===== src/rtl/alu_op_sequencer.sv =====
// alu_op_sequencer: bus-side initiator for the ALU. It accepts one operation
// request, writes the B operand to the ALU over ibus with an nwalu strobe
// (binary ops only), selects the ALU unit via runit, and captures the result
// and status flags from ibus.
//
// Ports:
//   clk, nreset         clock, asynchronous active-low reset
//   req, req_op, req_b  request strobe, ALU unit code, B operand
//   busy                high from the acceptance edge until DONE ends
//   done, err           one-cycle pulses: result valid / illegal op rejected
//   fault               flag contradicted the op, valid alongside done
//   result, carry       captured ALU output and ADD carry
//   runit, nwalu        ALU unit select (0 = idle), active-low B write strobe
//   ibus_out, ibus_oe   ibus drive data and enable
//   ibus_in             ibus as seen by this block
//   nfltadd, isroll, roll16  ALU status inputs
module alu_op_sequencer #(
  parameter int unsigned SETTLE = 1
) (
  input  logic        clk,
  input  logic        nreset,
  input  logic        req,
  input  logic [3:0]  req_op,
  input  logic [15:0] req_b,
  output logic        busy,
  output logic        done,
  output logic        err,
  output logic        fault,
  output logic [15:0] result,
  output logic        carry,
  output logic [3:0]  runit,
  output logic        nwalu,
  output logic [15:0] ibus_out,
  output logic        ibus_oe,
  input  logic [15:0] ibus_in,
  input  logic        nfltadd,
  input  logic        isroll,
  input  logic        roll16
);

  localparam int unsigned OP_W   = 4;
  localparam int unsigned DATA_W = 16;
  localparam int unsigned CNT_W  = 4;

  localparam logic [OP_W-1:0] OP_ADD  = 4'b1000;
  localparam logic [OP_W-1:0] OP_AND  = 4'b1001;
  localparam logic [OP_W-1:0] OP_OR   = 4'b1010;
  localparam logic [OP_W-1:0] OP_XOR  = 4'b1011;
  localparam logic [OP_W-1:0] OP_ROLL = 4'b0100;
  localparam logic [OP_W-1:0] OP_NOT  = 4'b0101;

  // OP lasts SETTLE cycles: the counter is loaded with SETTLE-1 and exits at 0.
  localparam logic [CNT_W-1:0] SETTLE_LOAD = CNT_W'(SETTLE - 1);

  typedef enum logic [2:0] {
    IDLE    = 3'd0,
    DRIVE   = 3'd1,
    WRITE   = 3'd2,
    RELEASE = 3'd3,
    OP      = 3'd4,
    CAPTURE = 3'd5,
    DONE    = 3'd6,
    REJECT  = 3'd7
  } state_t;

  state_t             state_q, state_nx;
  logic [OP_W-1:0]    op_q, op_nx;
  logic [DATA_W-1:0]  b_q, b_nx;
  logic [CNT_W-1:0]   cnt_q, cnt_nx;

  logic               busy_nx, done_nx, err_nx, fault_nx, carry_nx;
  logic [DATA_W-1:0]  result_nx, ibus_out_nx;
  logic [OP_W-1:0]    runit_nx;
  logic               nwalu_nx, ibus_oe_nx;
  logic               legal, drive;

  // Next state plus next values of every registered output. Outputs are
  // decoded from the next state so each one is valid in the cycle of its state.
  always_comb begin
    state_nx  = state_q;
    op_nx     = op_q;
    b_nx      = b_q;
    cnt_nx    = cnt_q;
    result_nx = result;
    carry_nx  = carry;
    fault_nx  = 1'b0;
    legal     = 1'b0;

    case (req_op)
      OP_ADD, OP_AND, OP_OR, OP_XOR, OP_ROLL, OP_NOT: legal = 1'b1;
      default:                                        legal = 1'b0;
    endcase

    case (state_q)
      IDLE: begin
        if (req) begin
          if (legal) begin
            op_nx = req_op;
            b_nx  = req_b;
            // Binary ops need B loaded first; unary ops go straight to OP.
            if (req_op[3]) begin
              state_nx = DRIVE;
            end else begin
              state_nx = OP;
              cnt_nx   = SETTLE_LOAD;
            end
          end else begin
            state_nx = REJECT;
          end
        end
      end
      DRIVE:   state_nx = WRITE;
      WRITE:   state_nx = RELEASE;
      RELEASE: begin
        state_nx = OP;
        cnt_nx   = SETTLE_LOAD;
      end
      OP: begin
        if (cnt_q == '0) begin
          state_nx = CAPTURE;
        end else begin
          cnt_nx = cnt_q - CNT_W'(1);
        end
      end
      CAPTURE: begin
        state_nx  = DONE;
        result_nx = ibus_in;
        carry_nx  = (op_q == OP_ADD) & ~nfltadd;
        fault_nx  = (~nfltadd & (op_q != OP_ADD)) |
                    ((isroll | roll16) & (op_q != OP_ROLL));
      end
      DONE:    state_nx = IDLE;
      REJECT:  state_nx = IDLE;
      default: state_nx = IDLE;
    endcase

    drive       = (state_nx == DRIVE) || (state_nx == WRITE);
    busy_nx     = (state_nx != IDLE);
    done_nx     = (state_nx == DONE);
    err_nx      = (state_nx == REJECT);
    ibus_oe_nx  = drive;
    ibus_out_nx = drive ? b_nx : '0;
    nwalu_nx    = (state_nx != WRITE);
    runit_nx    = ((state_nx == OP) || (state_nx == CAPTURE)) ? op_nx : '0;
  end

  // State and output registers; reset releases the bus and ends nwalu at once.
  always_ff @(posedge clk or negedge nreset) begin
    if (!nreset) begin
      state_q  <= IDLE;
      op_q     <= '0;
      b_q      <= '0;
      cnt_q    <= '0;
      busy     <= 1'b0;
      done     <= 1'b0;
      err      <= 1'b0;
      fault    <= 1'b0;
      result   <= '0;
      carry    <= 1'b0;
      runit    <= '0;
      nwalu    <= 1'b1;
      ibus_out <= '0;
      ibus_oe  <= 1'b0;
    end else begin
      state_q  <= state_nx;
      op_q     <= op_nx;
      b_q      <= b_nx;
      cnt_q    <= cnt_nx;
      busy     <= busy_nx;
      done     <= done_nx;
      err      <= err_nx;
      fault    <= fault_nx;
      result   <= result_nx;
      carry    <= carry_nx;
      runit    <= runit_nx;
      nwalu    <= nwalu_nx;
      ibus_out <= ibus_out_nx;
      ibus_oe  <= ibus_oe_nx;
    end
  end

endmodule


===== config.mk =====
export PLATFORM = sky130hd
export DESIGN_NAME = alu_op_sequencer
export DESIGN_NICKNAME = d
export VERILOG_FILES = /design/src/rtl/alu_op_sequencer.sv
export SDC_FILE = /design/constraint.sdc
export NUM_CORES = 1
export LEC_CHECK = 0
export CAP_MARGIN = 20
export CORE_MARGIN = 1.5
export CORE_UTILIZATION = 46
export DETAILED_ROUTE_END_ITERATION = 8
export PLACE_DENSITY = 0.87
export REMOVE_ABC_BUFFERS = 1
export SYNTH_ARGS = -nofsm -noshare
export SYNTH_HDL_FRONTEND = slang
export SYNTH_SLANG_ARGS = --single-unit

===== constraint.sdc =====
create_clock -name clk -period 2.48 [get_ports clk]
set_input_delay 0.248 -clock clk [delete_from_list [all_inputs] [get_ports clk]]
set_output_delay 0.248 -clock clk [all_outputs]
set_load 0.01 [all_outputs]

======== Word-level counts from Yosys, hierarchy flattened ========
Cells that the tools add are included.
W data, S select, Z words.
cells by class
  reduce and logical (&&, ||, !) cells .... 9
  eq/ne operators ......................... 27
  $mul .................................... 0
  bitwise operators ....................... 6
  $add $sub $neg .......................... 1
  shifts and indexed selects .............. 0
  div/mod/pow operators ................... 0
  order comparisons ....................... 0
  multiplexer cells ....................... 20
operators with widths
  cell                   count
  $mux W16               4
  $mux W4                8
  $eq A3 B3 Y1 const B   8
  $pmux W3 S7            1
  $eq A4 B4 Y1 const B   5
  $mux W3                4
  $pmux W4 S3            1
  $eq A3 B2 Y1 const B   3
  $eq A4 B3 Y1 const B   2
  $ne A2 B2 Y1 const B   4
  $eq A3 B1 Y1 const B   2
  $reduce_bool A3 Y1     2
  $reduce_or A6 Y1       1
  $reduce_and A5 Y1      1
  $logic_not A4 Y1       1
  $ne A4 B3 Y1 const B   1
  $ne A4 B4 Y1 const B   1
  $sub A4 B1 Y4 const B  1
  $and A1 B1 Y1          3
  $logic_not A3 Y1       1
  $ne A3 B2 Y1 const B   1
  $logic_or A1 B1 Y1     2
  $mux W1                2
  $or A1 B1 Y1           2
  2 further kinds        2
storage, ports and cells
  latch bits .............................. 0
  output and inout bits ................... 43
  bits in read-only memories .............. 0
  flip-flop bits (word level) ............. 70
  memories ................................ 0
  word-level logic and storage cells ...... 77
  bits of input ports ..................... 42
  RAM bits ................................ 0

======== Longest topological paths before layout ========
  word-level depth ........................ 9
  gate-level depth with buffers ........... 8
  gate-level depth less buffers ........... 7

======== Worst setup path before layout ========
OpenSTA, ideal clock, no wires.
  path type ............................... register to register
  start point ............................. reg state_q[1]
  end point ............................... reg ibus_out[10]
  arrival time ............................ 1.608 ns
  setup time .............................. 0.118 ns
  period minus slack after synthesis ...... 1.725 ns
  data required time ...................... 2.362 ns
  path buffers ............................ 1
  stages on the path, launching flop included .. 7
  path slack .............................. 0.755 ns
  cells stage by stage .................... dfrtp_1 nor4b_4 nand3_1 a21boi_0 o21ai_2 buf_4 nor2b_1
on the way
  cells in the longest elaborated chain, start to end .. 6
  elaborated cells between the ends (all ways) .. 17
  classes of those cells .................. eq/ne: 9; mux: 5; reduce/logical: 3
RTL lines
  item                                                 RTL line  source
  start: declaration                                   66        state_t state_q, state_nx;
  start signal: assignment                             165       state_q <= state_nx;
  $eq A3 B3 Y1                                         94        case (state_q)
  $reduce_or A2 Y1 (no source line)                    --
  $pmux W3 S7                                          94
  $eq A3 B1 Y1 / $eq A3 B2 Y1 (equally long branches)  137       drive = (state_nx == DRIVE) || (state_nx == WRITE);
  $logic_or A1 B1 Y1                                   137
  $mux W16 *                                           142       ibus_out_nx = drive ? b_nx : '0;
  via ibus_out_nx[10]                                  72        logic [DATA_W-1:0] result_nx, ibus_out_nx;
  end signal: assignment                               177       ibus_out <= ibus_out_nx;
  end: declaration                                     33        output logic [15:0] ibus_out,
Mark *: on every way through the listed nets, which the timed path passes. The rest lies on a longest branch.
A chain may end at the register's enable or synchronous reset.

======== Worst setup path in the final report ========
  start point ............................. reg state_q[1]
  end point ............................... reg ibus_out[0]
Same word-level chain as after synthesis.

==> impl_metrics.csv <==
group,metric,value,unit
status,outcome,"finished, final reports clean",
logic_synthesis,yosysSeqAreaShare,64.4,%
logic_synthesis,synth_edf_count,0,
global_route,antenna_found_initial,0,
logic_synthesis,postSynthAreaPerCell,14.3,um2
setup_path,worstPathMaxFanout,17,
floorplan,io_pins,85,
floorplan,rows,27,
cts,cts-resized-gates,0,
pwr,leakage,1.72,nW
placed_design,hpwlAfterDp,3.65,mm
logic_synthesis,synth_ff_type,"dfrtp_1",
routing,wl,5.26,mm
cts,cts_tree,"yes",
cts,cts_root_buffer,"clkbuf_8",
floorplan,die-width,79.9,um
cells_and_area,nFillCells,427,
cts,cts_buffers,9,
timing,setup_viol,0,
pwr,power_density,1160,nW/um2
timing,layout_min_cycle_time,2.08,ns
routing,drtPass1Iterations,4,
cts,insertion_delay,0.33,ns
setup_path,crit_arrival,2.31,ns
placed_design,gp_congestion,0.872,
floorplan,start_util,48.5,%
global_route,grt_overflow,0,
setup_path,cp_data_required_time,2.71,ns
floorplan,die_area,6390,um2
timing,finalCritPeriodShare,83.9,%
timing,tns,0,ns
min_path,hp-class,"input port to async pin",
logic_synthesis,syn_inst,190,
global_route,met2_usage,27.6,%
routing,post_drt_via_cell_ratio,4.98,
global_route,grt_pass1_vias,1768,
logic_synthesis,synthTopCellsByArea,"dfrtp_1 (63%), mux2_2 (14%), nor2b_1 (3.4%), and2b_1 (1.4%), inv_1 (1.1%)",
timing,drv_slew,0,
routing,drt_iter0_markers,71,
global_route,grtUsageMet3,4.57,%
cts,path_clk_slew,0.07,ns
placed_design,port_buffers,84,
pwr,peakVddDrop,0.544,mV
cells_and_area,syn_to_final_growth,41.3,%
global_route,grt_max_degree,71,
logic_synthesis,ys_warn_count,0,
global_route,grt_busiest_layer,"met2",
timing,finClkSkew,0.00633,ns
placed_design,place_area,3650,um2
timing,hold_viol,0,
timing,worstMarginPinSlew,0.657,ns
setup_path,criticalPathCategory,"register to register",
logic_synthesis,synth.distinct_cells,36,
cells_and_area,layout.cells.non_filler,361,
logic_synthesis,synth_area,2720,um2
cts,htreeDepth,3,
placed_design,place_inst,344,
timing,slew_headroom,56.2,%
timing,rsz0062_at_grt,"no",
logic_synthesis,post-synth-top-area-cell,"dfrtp_1",
logic_synthesis,synth_seq_cells,70,
cells_and_area,final_common_cell,"clkdlybuf4s50_1",
floorplan,coreArea,5610,um2
cts,clockBufferDepth,2,
cells_and_area,nets,328,
setup_path,crit_path_end_kind,"register",
cells_and_area,fin_area,3840,um2
timing,timing.fmax,481,MHz
cts,cts.sinks,70,
floorplan,die_h,79.9,um
routing,drcViolationCount,0,
global_route,grtUsageMet1,20.9,%
routing,wire_per_inst,14.6,um
logic_synthesis,async_flop_share,100,%
flow_run,maxCapViolCount,0,
global_route,grt_pass1_wl,8.19,mm
cells_and_area,final_cell_mix,"clkdlybuf4s50_1 (83), dfrtp_1 (69), mux2_2 (35)",
cells_and_area,drive_above_1_share,21.5,%
setup_path,cp-start-kind,"register",
routing,dr_total_vias,1797,
routing,drt.antenna.violating_nets,0,
cells_and_area,diodes,0,
global_route,grtUsageTotal,17.2,%
logic_synthesis,synth_top_area_share,63.4,%
-- worst max-delay path, cell delays in order (launching register included) --
cell and delay, ns:
dfrtp_1 0.48, nor4b_4 0.33, nand3_1 0.18, a21boi_0 0.18, o21ai_2 0.54, and2b_1 0.26
-- metal layers --
layer,up-vias,routed length (um)
met4,0,130
li1,843,-
met2,72,2480
met3,12,412
met1,870,2240
met5,-,0
-- final cells by class --
class / count / area [um2] / area share (%)
repair buffers: 88 / 881 / 22.9
flip-flops and latches: 70 / 1750 / 45.6
clock buffers: 10 / 128 / 3.32
inverters: 8 / 30.0 / 0.781
well taps: 72 / 90.1 / 2.34
multi-input cells: 107 / 902 / 23.5
clock inverters: 6 / 61.3 / 1.59
-- kinds of logic after synthesis --
logic type	Yosys count	synth area share (%)
AO/OA/AOI/OAI	20	5.42
adder cells (fa/ha/maj)	2	0.919
buffers and inverters	13	2.44
flip-flops	70	64.4
multiplexers	35	14.5
AND/OR/NAND/NOR	50	12.3
-- cells in the mapped netlist, types with 2 or more instances --
cell type	number
dfrtp_1	69
mux2_2	35
nor2b_1	15
inv_1	8
and2b_1	5
nand2_1	5
nand2b_1	4
nand3b_1	4
nor2_1	4
nor3b_1	3
o21ai_0	3
o31ai_1	3
a21o_1	2
a31oi_1	2
buf_2	2
buf_4	2
ha_1	2
nand3_1	2
o22ai_1	2
or3_1	2
-- final timing paths --
path                            start     endpoint  slack, ns  cells after the start
setup / recovery           state_q[1]  ibus_out[0]       0.40                      5
hold / removal                 nreset   state_q[0]       0.46                      3
setup reg to reg           state_q[1]  ibus_out[0]       0.40                      5
hold reg to reg               b_q[10]      b_q[10]       0.49                      1
max in group asynchronous      nreset        nwalu       1.73                      3
min in group clk              b_q[10]      b_q[10]       0.49                      1
-- where the power goes --
group          internal [W]  switching [W]
sequential          0.00161       0.000230
combinational       0.00102       0.000706
clock              0.000463       0.000417
total               0.00310        0.00135
-- stage by stage --
step                      hold WS (ns)  setup slack [ns]  utilization, %  total power (W)
after global routing             0.506             0.244            68.6          0.00472
final                            0.459             0.399            68.6          0.00445
after global placement           0.295             0.170            65.0          0.00354
after floorplan                -0.0476             0.598               -          0.00277
after detailed placement         0.295             0.109            65.0          0.00361
after CTS                        0.472             0.356            68.6          0.00451
-- sequential cells by signal (all words and copies together) (netlist names) --
name,flops
busy,1
fault,1
err,1
result,16
runit,4
state_q,3
nwalu,1
ibus_out,16
op_q,4
cnt_q,4
done,1
ibus_oe,1
carry,1
b_q,16
-- repair_timing --
action                    CTS  global route
setup buffers               0             0
hold endpoints to repair   69             0
hold buffers                1             0
No activity file was read; power rests on OpenSTA's default activity.
